$ cat src/rtl/page_rank_engine.sv
// Iterative fixed-point PageRank solver for an N-node graph.
// One adjacency term is accumulated per cycle through a single multiplier.
module page_rank_engine #(
  parameter int N        = 4,
  parameter int WIDTH    = 16,
  parameter int MAX_ITER = 32
) (
  input  logic                          clk,
  input  logic                          reset,
  input  logic                          start,
  input  logic [N*N-1:0]                adj,
  input  logic [N*WIDTH-1:0]            nodeWeight,
  input  logic [WIDTH-1:0]              damping,
  input  logic [WIDTH-1:0]              base,
  input  logic [WIDTH-1:0]              eps,
  output logic                          busy,
  output logic                          done,
  output logic                          converged,
  output logic [$clog2(MAX_ITER+1)-1:0] iter_count,
  output logic [N*WIDTH-1:0]            rank_out
);

  localparam int IW  = $clog2(N);
  localparam int AIW = $clog2(N*N);
  localparam int AW  = WIDTH + $clog2(N);
  localparam int CW  = $clog2(MAX_ITER+1);

  localparam logic [WIDTH:0]   ONE_Q  = {1'b1, {WIDTH{1'b0}}};
  localparam logic [WIDTH:0]   INIT_Q = ONE_Q / (WIDTH+1)'(N);
  localparam logic [WIDTH-1:0] INIT   = INIT_Q[WIDTH-1:0];

  typedef enum logic [2:0] {
    S_IDLE,
    S_ACCUM,
    S_FINISH,
    S_COMMIT,
    S_DONE
  } state_t;

  state_t           state;
  logic [N*N-1:0]   adj_q;
  logic [WIDTH-1:0] w_q  [N];
  logic [WIDTH-1:0] rank [N];
  logic [WIDTH-1:0] nxt  [N];
  logic [WIDTH-1:0] d_q;
  logic [WIDTH-1:0] base_q;
  logic [WIDTH-1:0] eps_q;
  logic [IW-1:0]    i;
  logic [IW-1:0]    j;
  logic [AW-1:0]    acc;

  logic [AIW-1:0]     adj_idx;
  logic [2*WIDTH-1:0] prod;
  logic [WIDTH-1:0]   term;
  logic [WIDTH-1:0]   acc_sat;
  logic [2*WIDTH-1:0] scaled;
  logic [WIDTH:0]     sum;
  logic [WIDTH-1:0]   fin;
  logic [WIDTH-1:0]   delta;
  logic               early;
  logic               last_iter;

  // NOTE: every combinational output is given a default before any branch, so no latch is inferred.
  always_comb begin
    adj_idx   = AIW'(i) * AIW'(N) + AIW'(j);
    prod      = (2*WIDTH)'(w_q[j]) * (2*WIDTH)'(rank[j]);
    term      = adj_q[adj_idx] ? prod[2*WIDTH-1:WIDTH] : '0;
    acc_sat   = (acc[AW-1:WIDTH] != '0) ? '1 : acc[WIDTH-1:0];
    scaled    = (2*WIDTH)'(d_q) * (2*WIDTH)'(acc_sat);
    sum       = {1'b0, base_q} + {1'b0, scaled[2*WIDTH-1:WIDTH]};
    fin       = sum[WIDTH] ? '1 : sum[WIDTH-1:0];
    delta     = '0;
    for (int k = 0; k < N; k++) begin
      if (nxt[k] >= rank[k]) begin
        if (nxt[k] - rank[k] > delta) delta = nxt[k] - rank[k];
      end else if (rank[k] - nxt[k] > delta) begin
        delta = rank[k] - nxt[k];
      end
    end
    early     = (eps_q != '0) && (delta < eps_q);
    last_iter = (iter_count == CW'(MAX_ITER - 1));
  end

  // NOTE: all state is updated with non-blocking assignments so every register sees pre-edge values.
  always_ff @(posedge clk) begin
    if (!reset) begin
      state      <= S_IDLE;
      busy       <= 1'b0;
      done       <= 1'b0;
      converged  <= 1'b0;
      iter_count <= '0;
      rank_out   <= '0;
      adj_q      <= '0;
      d_q        <= '0;
      base_q     <= '0;
      eps_q      <= '0;
      i          <= '0;
      j          <= '0;
      acc        <= '0;
      // NOTE: the small rank/weight arrays are flops, so they are cleared explicitly; a RAM would not be.
      for (int k = 0; k < N; k++) begin
        w_q[k]  <= '0;
        rank[k] <= '0;
        nxt[k]  <= '0;
      end
    end else begin
      case (state)
        S_IDLE: begin
          done <= 1'b0;
          if (start) begin
            adj_q      <= adj;
            d_q        <= damping;
            base_q     <= base;
            eps_q      <= eps;
            for (int k = 0; k < N; k++) begin
              w_q[k]  <= nodeWeight[k*WIDTH +: WIDTH];
              rank[k] <= INIT;
            end
            iter_count <= '0;
            converged  <= 1'b0;
            i          <= '0;
            j          <= '0;
            acc        <= '0;
            busy       <= 1'b1;
            state      <= S_ACCUM;
          end
        end

        S_ACCUM: begin
          acc <= acc + AW'(term);
          if (j == IW'(N - 1)) state <= S_FINISH;
          else                 j     <= j + IW'(1);
        end

        S_FINISH: begin
          nxt[i] <= fin;
          if (i == IW'(N - 1)) begin
            state <= S_COMMIT;
          end else begin
            i     <= i + IW'(1);
            j     <= '0;
            acc   <= '0;
            state <= S_ACCUM;
          end
        end

        S_COMMIT: begin
          for (int k = 0; k < N; k++) rank[k] <= nxt[k];
          iter_count <= iter_count + CW'(1);
          if (early) begin
            converged <= 1'b1;
            state     <= S_DONE;
          end else if (last_iter) begin
            converged <= 1'b0;
            state     <= S_DONE;
          end else begin
            i     <= '0;
            j     <= '0;
            acc   <= '0;
            state <= S_ACCUM;
          end
        end

        S_DONE: begin
          done <= 1'b1;
          busy <= 1'b0;
          for (int k = 0; k < N; k++) rank_out[k*WIDTH +: WIDTH] <= rank[k];
          state <= S_IDLE;
        end

        default: state <= S_IDLE;
      endcase
    end
  end

endmodule

$ cat config.mk
export PLATFORM = sky130hd
export DESIGN_NAME = page_rank_engine
export DESIGN_NICKNAME = d
export VERILOG_FILES = /design/src/rtl/page_rank_engine.sv
export SDC_FILE = /design/constraint.sdc
export NUM_CORES = 2
export LEC_CHECK = 0
export ABC_AREA = 1
export CAP_MARGIN = 20
export CORE_MARGIN = 2
export CORE_UTILIZATION = 63
export DETAILED_ROUTE_END_ITERATION = 6
export PLACE_DENSITY = 0.89
export SLEW_MARGIN = 30
export SYNTH_ARGS = -nofsm -noshare
export SYNTH_HDL_FRONTEND = slang
export SYNTH_SLANG_ARGS = --single-unit
$ cat constraint.sdc
create_clock -name clk -period 11.1 [get_ports clk]
set_input_delay 1.665 -clock clk [delete_from_list [all_inputs] [get_ports clk]]
set_output_delay 1.665 -clock clk [all_outputs]
set_load 0.01 [all_outputs]
==> out/results.txt <==
Status - finished, final reports clean
Die outline area - 67350 µm²
Vias - 37500
Gpl congestion - 1.054
Area after DPL - 43970 µm²
CTS tree - built
Vias in the first global route - 37680
Fraction of registers with async set/reset - 0%
Hold slack - 0.4662 ns
Mux share of post-synthesis cell area - 0%
Post-Syn Nets - 6312
Maxcap violations - 0
Most frequent CP cell - inv_1
Simple-Gate Fraction of Synth Area - 17.03%
Hold Vio Cnt, Final - 0
Core area - 64460 µm²
Post-Syn Area - 41130 µm²
Ys Warns - 0
Vias/cell - 5.932
First-pass GRT wire length - 199500 µm
Setup crit end kind - flop
Worst Reg-to-Reg Cells - 40
# setup viols final - 0
Buf/Inv on CP - 9
Reg clk slew, reported paths - 0.06 ns
Yosys reg bits - 356
Clock latency on the worst-skew pair - 0.59 ns
CP delay by family, top - adder cells
Maximum vdd drop - 0.2193 mV
Std cell rows - 93
Hold Crit Depth - 2
Post-DP HPWL - 102700 µm
Iteration-0 DRC Markers - 3730
Post-route cell area - 45430 µm²
Library cells used by synthesis - 55
Top_reg_cell synth - dfxtp_1
ANT nets after route - 0
Post-synth EDFFs - 176
Clock Tree Buf Depth - 3
Clock Sinks - 356
Critical Path Stages - 40
Share of layout cells above drive strength 1 - 4.190%
All-Layer GR Usage - 37.90%
HP Class - flop to flop
Setup_tns - 0 ns
Antenna violations before repair - 1
Commonest non-fill, non-tap cell in the layout - inv_1
RSZ-0062 raised after global routing - false
Pins Over Slew Limit - 0
Max-slew headroom - 34.69%
Crit share post-route - 93.37%
I/O Buffers - 203
Worst path slowest cell - a21boi_0
Period minus WS final - 10.36 ns
Crit Path Max Fanout - 15
CTS Buf Count - 42
Static Leakage - 21.74 nW
Synth Instances - 5320
Total Wirelength - 127500 µm
WL/cell - 20.18 µm
Fmax achieved - 96.49 MHz
Synth Area in XOR/XNOR - 3.066%
Largest family of logic cells by synthesized area - adder cells
Crit path required time - 11.39 ns
H-tree levels - 2
Drc violations - 0
Initial Util - 63.80%
Detailed Routing Iterations Pass 1 - 6
Most frequent cells in the layout - 1034 x inv_1, 987 x nand2_1, 534 x nor2_1
Setup CP Type - flop to flop
Total gr overflow - 0
Diodes inserted - 0
Die Wd - 259.5 µm
Worst Path Arrival - 10.66 ns
Die height - 259.5 µm
Total power draw - 11.28 mW
Post-layout util - 70.48%
Largest net degree at the start of global routing - 130
Pwr/cell area - 248.3 nW/µm²
Avg Cell Area, Syn - 7.731 µm²
I/O pin count - 204
Synth Area in Compound Gates - 13.21%
CP Launch Type - flop
Seq/Total Area, Yosys - 21.61%
Clk root buf - clkbuf_16
Final net count - 6424
Layout Skew - 0.01690 ns
CP max stage delay - 0.60 ns
Adder-cell share of the synthesized area - 33.42%
Area Growth Syn to Fin - 10.46%
Worst-margin pin slew - 0.9797 ns
## cells by family (layout without fill, tap and decap cells)
logic type / Yosys count / in the layout
XOR/XNOR: 144 / 144
AO/OA/AOI/OAI: 949 / 949
AND/OR/NAND/NOR: 1744 / 1744
buffers and inverters: 1266 / 1412
adder cells (fa/ha/maj): 861 / 861
flip-flops: 356 / 356
## registers in the layout, summed over array words and instances (netlist names), named ones only
register / count
eps_q: 16
d_q: 16
j: 2
acc: 18
rank: 64
rank_out: 64
adj_q: 16
i: 2
state: 3
nxt: 64
converged: 1
iter_count: 6
busy: 1
done: 1
w_q: 64
base_q: 16
## synth_stat cells, types with 3 or more instances
master | count | area, µm²
nor2_1 | 537 | 2016
o211ai_1 | 37 | 277.8
nor2_4 | 3 | 33.78
nand3_1 | 105 | 525.5
buf_2 | 5 | 25.02
nand2_2 | 23 | 143.9
a32oi_1 | 28 | 245.2
a211oi_1 | 25 | 187.7
nand2_4 | 3 | 33.78
buf_1 | 13 | 48.80
a21boi_0 | 8 | 60.06
clkinv_1 | 10 | 37.54
o21a_1 | 19 | 142.6
edfxtp_1 | 176 | 5285
o221a_2 | 4 | 45.04
o221ai_1 | 23 | 201.4
a21o_1 | 14 | 105.1
xor2_1 | 109 | 954.7
nor3_1 | 29 | 145.1
o31ai_1 | 10 | 75.07
ha_1 | 465 | 5818
clkbuf_1 | 185 | 694.4
a21oi_2 | 11 | 96.34
o2111ai_1 | 13 | 113.9
xnor2_1 | 35 | 306.5
a221oi_1 | 6 | 52.55
a31oi_1 | 8 | 50.05
dfxtp_1 | 180 | 3603
nand3b_1 | 4 | 30.03
or2_2 | 5 | 31.28
o21bai_1 | 9 | 67.56
nand4_1 | 34 | 212.7
nor4_1 | 3 | 18.77
o21ai_0 | 292 | 1461
nand2_1 | 990 | 3716
a21oi_1 | 430 | 2152
fa_1 | 396 | 7928
inv_2 | 8 | 30.03
inv_1 | 1038 | 3896
buf_4 | 6 | 45.04
## power by group
part	internal [mW]	switching (mW)	total (mW)	leakage, nW
Sequential	1.53	0.138	1.67	3.34
Clock	0.775	0.620	1.39	0.666
Combinational	2.86	5.35	8.21	17.7
## through the flow
step	std cells	worst slack, ns
floorplan	5320	1.941
global placement	6239	0.8421
detailed placement	6239	0.5892
CTS	6317	0.4866
global route	6321	0.03728
finish	6321	0.7361
## timing repair
action	in CTS	in global routing
hold buffers	0	0
buffers inserted	0	2
gates resized for setup	0	22
endpoints found under the setup margin	0	28
## worst min-delay path, delay by kind of cell, from the launching register on
| kind | cells | cell delay [ns] |
|---|---|---|
| compound gates | 1 | 0.06 |
| flops | 1 | 0.31 |
| simple gates | 1 | 0.05 |
## metal layers
metal	track usage [%]	vias up	part of all wire [%]
met2	60.14	2208	45
li1	-	17070	-
met1	47.28	17690	37
met3	8.739	523	11
met4	22.69	2	6.9
met5	0	-	0.010
## final timing paths
check             startpoint   endpoint  slack, ns
hold reg to reg         busy       busy       0.47
hold / removal          busy       busy       0.47
setup reg to reg     acc[16]  nxt[3][6]       0.74
setup / recovery     acc[16]  nxt[3][6]       0.74
## final cells by class
type	count	area, µm²
Clock buffer	57	1204
Sequential cell	356	8890
Tap cell	855	1070
Timing Repair inverter	1	7.507
Multi-Input combinational cell	3698	27520
Timing Repair Buffer	277	2590
Fill cell	4982	19030
Clock inverter	21	168.9
Inverter	1056	3980
(Power assumes the default switching activity.)
